--- src/rtl/fp_mul_result_queue_pkg.sv ---
// Shared types for the FP multiplier result path: float classes, queue
// occupancy states and the bit positions of the {Z,N,O,U} flag nibble.
package fp_mul_result_queue_pkg;

  typedef enum logic [2:0] {
    FP_ZERO    = 3'd0,
    FP_SUBNORM = 3'd1,
    FP_NORMAL  = 3'd2,
    FP_INF     = 3'd3,
    FP_NAN     = 3'd4
  } fp_type_e;

  typedef enum logic [1:0] {
    OCC_EMPTY   = 2'd0,
    OCC_PARTIAL = 2'd1,
    OCC_FULL    = 2'd2
  } occ_e;

  localparam int FLAG_U = 0;
  localparam int FLAG_O = 1;
  localparam int FLAG_N = 2;
  localparam int FLAG_Z = 3;

  // Classify a single-precision word; the sign bit never matters here.
  function automatic fp_type_e fp_type(input logic [31:0] w);
    fp_type_e t;
    if (w[30:0] == 31'd0)            t = FP_ZERO;
    else if (w[30:23] == 8'h00)      t = FP_SUBNORM;
    else if (w[30:23] != 8'hFF)      t = FP_NORMAL;
    else if (w[22:0] == 23'd0)       t = FP_INF;
    else                             t = FP_NAN;
    return t;
  endfunction

endpackage

--- src/rtl/fp_mul_result_queue_classify.sv ---
// Combinational flag builder: turns a product word plus its upstream
// exception flags into the {Z,N,O,U} nibble stored alongside the word.
module fp_flag_classify
  import fp_mul_result_queue_pkg::*;
(
  input  logic [31:0] result,
  input  logic        u,
  input  logic        o,
  input  logic        n,
  output logic [3:0]  flags
);

  fp_type_e cls;

  // A NaN encoding is reported as N even if upstream did not flag it.
  always_comb begin
    cls           = fp_type(result);
    flags         = 4'b0000;
    flags[FLAG_U] = u;
    flags[FLAG_O] = o;
    flags[FLAG_N] = n | (cls == FP_NAN);
    flags[FLAG_Z] = (cls == FP_ZERO);
  end

endmodule

--- src/rtl/fp_mul_result_queue.sv ---
// Result queue for the FP multiplier. Holds DEPTH product words with their
// classified flags and accumulates sticky exception bits and counters.
// Handshake: a transfer happens on a rising edge where valid && ready;
// in_ready and out_valid depend only on registered occupancy, never on
// the same-cycle inputs, and the head payload is held until popped.
module fp_mul_result_queue
  import fp_mul_result_queue_pkg::*;
#(
  parameter int DEPTH = 4,
  parameter int CNT_W = 8
) (
  input  logic                     clk,
  input  logic                     rst_n,
  input  logic                     in_valid,
  output logic                     in_ready,
  input  logic [31:0]              in_result,
  input  logic                     in_u,
  input  logic                     in_o,
  input  logic                     in_n,
  output logic                     out_valid,
  input  logic                     out_ready,
  output logic [31:0]              out_result,
  output logic [3:0]               out_flags,
  output logic [$clog2(DEPTH):0]   level,
  input  logic                     clr_stat,
  output logic                     sticky_u,
  output logic                     sticky_o,
  output logic                     sticky_n,
  output logic [CNT_W-1:0]         uf_cnt,
  output logic [CNT_W-1:0]         of_cnt,
  output logic [CNT_W-1:0]         nan_cnt,
  output occ_e                     occ_state
);

  localparam int PTR_W = $clog2(DEPTH);
  localparam int LVL_W = PTR_W + 1;

  logic [31:0]      res_mem  [DEPTH];
  logic [3:0]       flag_mem [DEPTH];
  logic [PTR_W-1:0] wr_ptr;
  logic [PTR_W-1:0] rd_ptr;
  logic [LVL_W-1:0] level_q;
  occ_e             state;
  occ_e             state_nxt;
  logic             push;
  logic             pop;
  logic [3:0]       in_flags;
  logic [2:0]       sticky;
  logic [CNT_W-1:0] cnt [3];

  fp_flag_classify u_classify (
    .result (in_result),
    .u      (in_u),
    .o      (in_o),
    .n      (in_n),
    .flags  (in_flags)
  );

  assign push = in_valid && in_ready;
  assign pop  = out_valid && out_ready;

  // Occupancy state register.
  always_ff @(posedge clk or negedge rst_n) begin
    if (!rst_n) state <= OCC_EMPTY;
    else        state <= state_nxt;
  end

  // Occupancy next state; simultaneous push and pop leave it unchanged.
  always_comb begin
    state_nxt = state;
    if (push && !pop)
      state_nxt = (level_q == LVL_W'(DEPTH - 1)) ? OCC_FULL : OCC_PARTIAL;
    else if (pop && !push)
      state_nxt = (level_q == LVL_W'(1)) ? OCC_EMPTY : OCC_PARTIAL;
  end

  // Handshake outputs decoded from the registered state only.
  always_comb begin
    in_ready  = (state != OCC_FULL);
    out_valid = (state != OCC_EMPTY);
  end

  // Pointers wrap naturally because DEPTH is a power of two.
  always_ff @(posedge clk or negedge rst_n) begin
    if (!rst_n) begin
      wr_ptr  <= '0;
      rd_ptr  <= '0;
      level_q <= '0;
    end else begin
      if (push) wr_ptr <= wr_ptr + PTR_W'(1);
      if (pop)  rd_ptr <= rd_ptr + PTR_W'(1);
      if (push && !pop)      level_q <= level_q + LVL_W'(1);
      else if (pop && !push) level_q <= level_q - LVL_W'(1);
    end
  end

  // Storage array is deliberately not reset; the head is masked when empty.
  always_ff @(posedge clk) begin
    if (push) begin
      res_mem[wr_ptr]  <= in_result;
      flag_mem[wr_ptr] <= in_flags;
    end
  end

  // Sticky bits and saturating counters; a flagged push beats clr_stat.
  always_ff @(posedge clk or negedge rst_n) begin
    if (!rst_n) begin
      sticky <= '0;
      for (int i = 0; i < 3; i++) cnt[i] <= '0;
    end else begin
      for (int i = 0; i < 3; i++) begin
        if (push && in_flags[i]) begin
          sticky[i] <= 1'b1;
          if (clr_stat)     cnt[i] <= CNT_W'(1);
          else if (!(&cnt[i])) cnt[i] <= cnt[i] + CNT_W'(1);
        end else if (clr_stat) begin
          sticky[i] <= 1'b0;
          cnt[i]    <= '0;
        end
      end
    end
  end

  assign out_result = out_valid ? res_mem[rd_ptr]  : 32'd0;
  assign out_flags  = out_valid ? flag_mem[rd_ptr] : 4'd0;
  assign level      = level_q;
  assign occ_state  = state;
  assign sticky_u   = sticky[FLAG_U];
  assign sticky_o   = sticky[FLAG_O];
  assign sticky_n   = sticky[FLAG_N];
  assign uf_cnt     = cnt[FLAG_U];
  assign of_cnt     = cnt[FLAG_O];
  assign nan_cnt    = cnt[FLAG_N];

endmodule

--- config.mk ---
export PLATFORM = sky130hd
export DESIGN_NAME = fp_mul_result_queue
export DESIGN_NICKNAME = d
export VERILOG_FILES = /design/src/rtl/fp_mul_result_queue_pkg.sv /design/src/rtl/fp_mul_result_queue_classify.sv /design/src/rtl/fp_mul_result_queue.sv
export SDC_FILE = /design/constraint.sdc
export NUM_CORES = 1
export LEC_CHECK = 0
export ABC_AREA = 0
export BUFFER_PORTS_ARGS = -buffer_cell sky130_fd_sc_hd__buf_2
export CORE_MARGIN = 2
export CORE_UTILIZATION = 51
export CTS_CLUSTER_DIAMETER = 40
export DETAILED_ROUTE_END_ITERATION = 10
export PLACE_DENSITY = 0.82
export SLEW_MARGIN = 20
export SYNTH_ARGS = -nofsm -noshare
export SYNTH_HDL_FRONTEND = slang
export SYNTH_SLANG_ARGS = --single-unit
--- constraint.sdc ---
create_clock -name clk -period 2.1 [get_ports clk]
set_input_delay 0.42 -clock clk [delete_from_list [all_inputs] [get_ports clk]]
set_output_delay 0.42 -clock clk [all_outputs]
set_load 0.1 [all_outputs]
# Yosys cells after proc, flatten, opt, wreduce, memory -nomap -nowiden
# Memory sizes are Yosys's and may differ from the RTL's.
# Cells that the tools add are included.
[totals] reg_bits=36 mem_bits_rw=144 input_bits=40 wordCells=80 mem_count=2
[memory_table] memory="res_mem" depth=4 width=32 read_ports=1 rd_ports_with_merged_regs=0 write_ports=1 line_no="fp_mul_result_queue.sv:38" source="logic [31:0] res_mem [DEPTH];"
[memory_table] memory="flag_mem" depth=4 width=4 read_ports=1 rd_ports_with_merged_regs=0 write_ports=1 line_no="fp_mul_result_queue.sv:39" source="logic [3:0] flag_mem [DEPTH];"
[classes] addsub=7 eq_ne=8 n_mux=28 n_bitwise=1 reduce_logical=24
[op_table] op="$mux W8" n=10
[op_table] op="$mux W32" n=1
[op_table] op="$logic_not A31 Y1" n=1
[op_table] op="$add A8 B1 Y8 const B" n=3
[op_table] op="$reduce_and A8 Y1" n=3
[op_table] op="$logic_not A23 Y1" n=1
[op_table] op="$mux W3" n=6
[op_table] op="$reduce_bool A2 Y1" n=5
[op_table] op="$logic_not A8 Y1" n=1
[op_table] op="$ne A2 B2 Y1 const B" n=4
[op_table] op="$ne A8 B8 Y1 const B" n=1
[op_table] op="$logic_and A1 B1 Y1" n=7
[op_table] op="$mux W1" n=7
[op_table] op="$mux W2" n=3
[op_table] op="$reduce_and A2 Y1" n=3
[op_table] op="$add A2 B1 Y2 const B" n=2
[op_table] op="$mux W4" n=1
[op_table] op="$add A3 B1 Y3 const B" n=1
[op_table] op="$eq A3 B1 Y1 const B" n=1
[op_table] op="$eq A3 B2 Y1 const B" n=1
[op_table] op="$eq A3 B3 Y1 const B" n=1
[op_table] op="$logic_not A3 Y1" n=1
[op_table] op="$sub A3 B1 Y3 const B" n=1
[op_table] op="$logic_not A1 Y1" n=2
[op_table] op="$or A1 B1 Y1" n=1

# Depth between registers and ports, before layout
[logic_depth] depth_word=10 mapped_depth=9 ltp_nobuf=6

# Modules after synthesis
# A second synthesis with hierarchy kept.
[hier_totals] hier_cells=456 hier_area_um2=7571.0
[modules_own_cells] module="fp_mul_result_queue" n_inst=1 cells_each=438 area_each_um2=7449.6 seq_area_each_um2=5225.0
[modules_own_cells] module="fp_flag_classify" n_inst=1 cells_each=18 area_each_um2=121.4 seq_area_each_um2=0.0

# Worst setup path before layout
# Ideal clock, no wire load.
[synth_path] path_kind="register -> output" startpoint="register state[1] (netlist: occ_state[1])" endpoint="output port out_flags[0]" arrival_time_ns=3.034 slack_ns=-1.354 path_stages_with_launch=4 n_path_buf=1 cell_sequence="dfrtp_1 or2_2 clkbuf_1 and2_1"
[synth_via] elab_chain_len=2
[synth_rtl] element="start, declared" line_no="fp_mul_result_queue.sv:43" source="occ_e state;"
[synth_rtl] element="start signal, assigned" line_no="fp_mul_result_queue.sv:65" source="else state <= state_nxt;"
[synth_rtl] element="$reduce_bool A2 Y1" line_no="fp_mul_result_queue.sv:80" source="out_valid = (state != OCC_EMPTY);"
[synth_rtl] element="via out_valid" line_no="fp_mul_result_queue.sv:20" source="output logic out_valid,"
[synth_rtl] element="$mux W4" line_no="fp_mul_result_queue.sv:125" source="assign out_flags = out_valid ? flag_mem[rd_ptr] : 4'd0;"
[synth_rtl] element="end, declared" line_no="fp_mul_result_queue.sv:23" source="output logic [3:0] out_flags,"
# The timed path passes the listed nets, and every way through them passes these cells.

# Worst setup path after layout
[layout_path] startpoint="register rd_ptr[0]" endpoint="output port out_result[31]"
[layout_via] elab_chain_len=2
[layout_rtl] element="start, declared" line_no="fp_mul_result_queue.sv:41" source="logic [PTR_W-1:0] rd_ptr;"
[layout_rtl] element="start signal, assigned" line_no="fp_mul_result_queue.sv:91" source="if (pop) rd_ptr <= rd_ptr + PTR_W'(1);"
[layout_rtl] element="$mem_v2 Z4 W32"
[layout_rtl] element="$mux W32" line_no="fp_mul_result_queue.sv:124" source="assign out_result = out_valid ? res_mem[rd_ptr] : 32'd0;"
[layout_rtl] element="end, declared" line_no="fp_mul_result_queue.sv:22" source="output logic [31:0] out_result,"
# No other way between the ends.

==> run metrics <==
Root Driver clkbuf_16; Syn Inst Count 452; total CTS buffers 17; dpl cells between 700 and 800; fmax around 420 MHz; RSZ-0062 raised after global routing yes; GPL Wtd Cong between 0.8 and 0.9; Max-Cap Viols 0; Post-Syn Area roughly 7500 µm²; Place WS -186.9 ps; Filler cells 931; max-slew violation count 0; final worst-path cycle share 112.6%; Worst Hold Class in -> async; area of the multi-input gates around 2200 µm²; slowest library cell on the worst path mux4_2; initial core utilization roughly half; clock sinks 180; Final setup viols 36; Max Root-Sink Buffers 2; vias in the first global route 4717; # diodes 0; Worst Tran Pin Value approximately 800 ps; post-synthesis async set-or-reset flop share 20.00%; slew margin rel. roughly 47%; register area about 5300 µm²; grt ovf 0; grt met3 use under 10%; num ports 110; fin area between 9000 and 10000 µm²; TritonCTS clock tree yes; fin crit period 2364 ps; syn_nets 504; worst setup margin -263.8 ps; routed wire length 15.63 mm; FF+latch count, synth 180; port bufs 109; Most Crowded Layer GR met2; DR vias/cell ~5.7; Die Wd between 100 and 150 µm; GRT met1 Usage between 20% and 30%; crit path from rd_ptr[0]; reg2reg end occ_state[0]; Die Span Y between 100 and 150 µm; Final Non-Filler Cells just under 800; met2 Use GR a little over a third; Max stage delay on crit path 480 ps; synthesized area per cell about 17 µm²; failing checks negative setup slack; share of cells above drive strength 1 44.13%; most common cell after layout, fill and taps aside edfxtp_1; global-route usage over all layers about a fifth; crit path max fanout 6; global-route wire length before repair 24.29 mm; most used cell, CP buf_12; worst path arrival time between 1500 and 2000 ps; WHS approximately 75 ps; initial antenna violation count 1; Seq/Total Area, Yosys ~70%; Clk pin slew, worst setup/hold paths roughly 70 ps; Final Hold Viols 0; drt drc 0; most frequent cells in the layout 144 x edfxtp_1, 72 x buf_2, 47 x buf_12; 1st-pass router iterations 5; # H-tree levels 4; worst skew pair latency between 400 and 500 ps; Setup Crit Path Kind reg -> out; Yosys warnings 0; skew final 11.97 ps; CP Capture Type output port; vias post-DR about 4.5k; Reg2Reg Depth 6; wire per inst 20.04 µm; EDFF count, synth ~140; First DRT Iteration DRCs about 410; Nets ~640; Area Growth Syn to Fin 30.71%; largest net degree at the start of global routing 40; Critical Path RT ~1700 ps; Core Region around 14000 µm²; Die ar. about 16000 µm²; predominant post-synthesis flop cell edfxtp_1; Antenna Violating Nets Remaining 0; num rows 44; Placed Area about 9000 µm²; startpoint type of the worst setup path register; outcome finished, violations left; CP Capture Point out_result[31]; reg-to-reg startpoint occ_state[1]; synth unique cells 44; worst-path cell chain buf_12, buf_6, mux4_2, and2_2, buf_12; R2R setup slack 160 ps; Detailed Place HPWL around 9.9 mm
[critical path, delay by kind of cell (launching register included)]
| kind | cells | cell delay (ps) |
|---|---|---|
| mux | 1 | 480 |
| buf+inv | 3 | 440 |
| flops | 1 | 370 |
| simple gates | 1 | 220 |
[repair_timing]
action,in CTS,in global routing
setup endpoints to repair,36,38
hold buffers,0,0
pin swaps,0,31
cloned,1,3
resized for setup,88,19
setup buffers,2,2
[metrics by stage]
step | util [%] | setup TNS (ps)
floorplan | - | 0
global placement | 60.66 | -201.4
detailed placement | 60.66 | -1095
CTS | 67.03 | -10170
global route | 67.90 | -10120
finish | 67.90 | -8098
[final cells by class]
class                      count  area share, %
clock buffer                  18          4.382
clock inverter                14          1.546
inverter                      17         0.6515
multi-input combinational    235          22.59
sequential                   180          53.63
tap                          184          2.351
timing repair buffer         132          14.86
[worst min-delay path by stage]
stage | end | startpoint | cells after the start | slack (ps)
2_1_floorplan | level[0] | rst_n | 0 | 120
3_3_place_gp | level[1] | level[1] | 2 | 510
3_5_place_dp | sticky[2] | sticky[2] | 2 | 510
4_1_cts | uf_cnt[7] | rst_n | 1 | 90
5_1_grt | uf_cnt[4] | rst_n | 1 | 140
6_report | uf_cnt[2] | rst_n | 1 | 80
[logic make-up after synthesis]
logic type | Yosys count | share of synthesized area, %
mux | 38 | 11.09
xor+xnor | 15 | 1.753
simple gates | 134 | 9.651
fa+ha+maj | 12 | 2.004
flops | 180 | 69.73
compound gates | 36 | 3.506
buf+inv | 37 | 2.271
[flip-flops by register name, summed over array words and instances (netlist names)]
register / count
occ_state: 2
level: 3
res_mem: 128
wr_ptr: 2
of_cnt: 8
nan_cnt: 8
flag_mem: 16
rd_ptr: 2
uf_cnt: 8
sticky: 3
[synthesized netlist by cell type, types with 3 or more instances]
library cell,number,area [µm²]
clkbuf_1,10,37.54
nand3_1,11,55.05
nor3b_1,3,22.52
ha_1,12,150.1
buf_2,4,20.02
buf_1,3,11.26
nor2_1,24,90.09
and2_1,36,225.2
o21ai_0,11,55.05
and3_1,5,31.28
xnor2_1,14,122.6
nand2_1,20,75.07
dfrtp_1,36,900.9
inv_1,17,63.81
edfxtp_1,144,4324
nor4_1,10,62.56
nor3_1,9,45.04
mux4_2,36,810.8
a21oi_1,8,40.04
nand4_1,6,37.54
o31ai_1,3,22.52
[metal layers]
metal,vias to the layer above,share of wire [%]
met5,-,0.058
met4,2,0.91
met3,11,6.9
met2,173,53
met1,2257,39
li1,2009,-
Power is left out: the tool's default activity adds up to more than one toggle a clock period on the data nets, which glitch-free logic cannot reach.
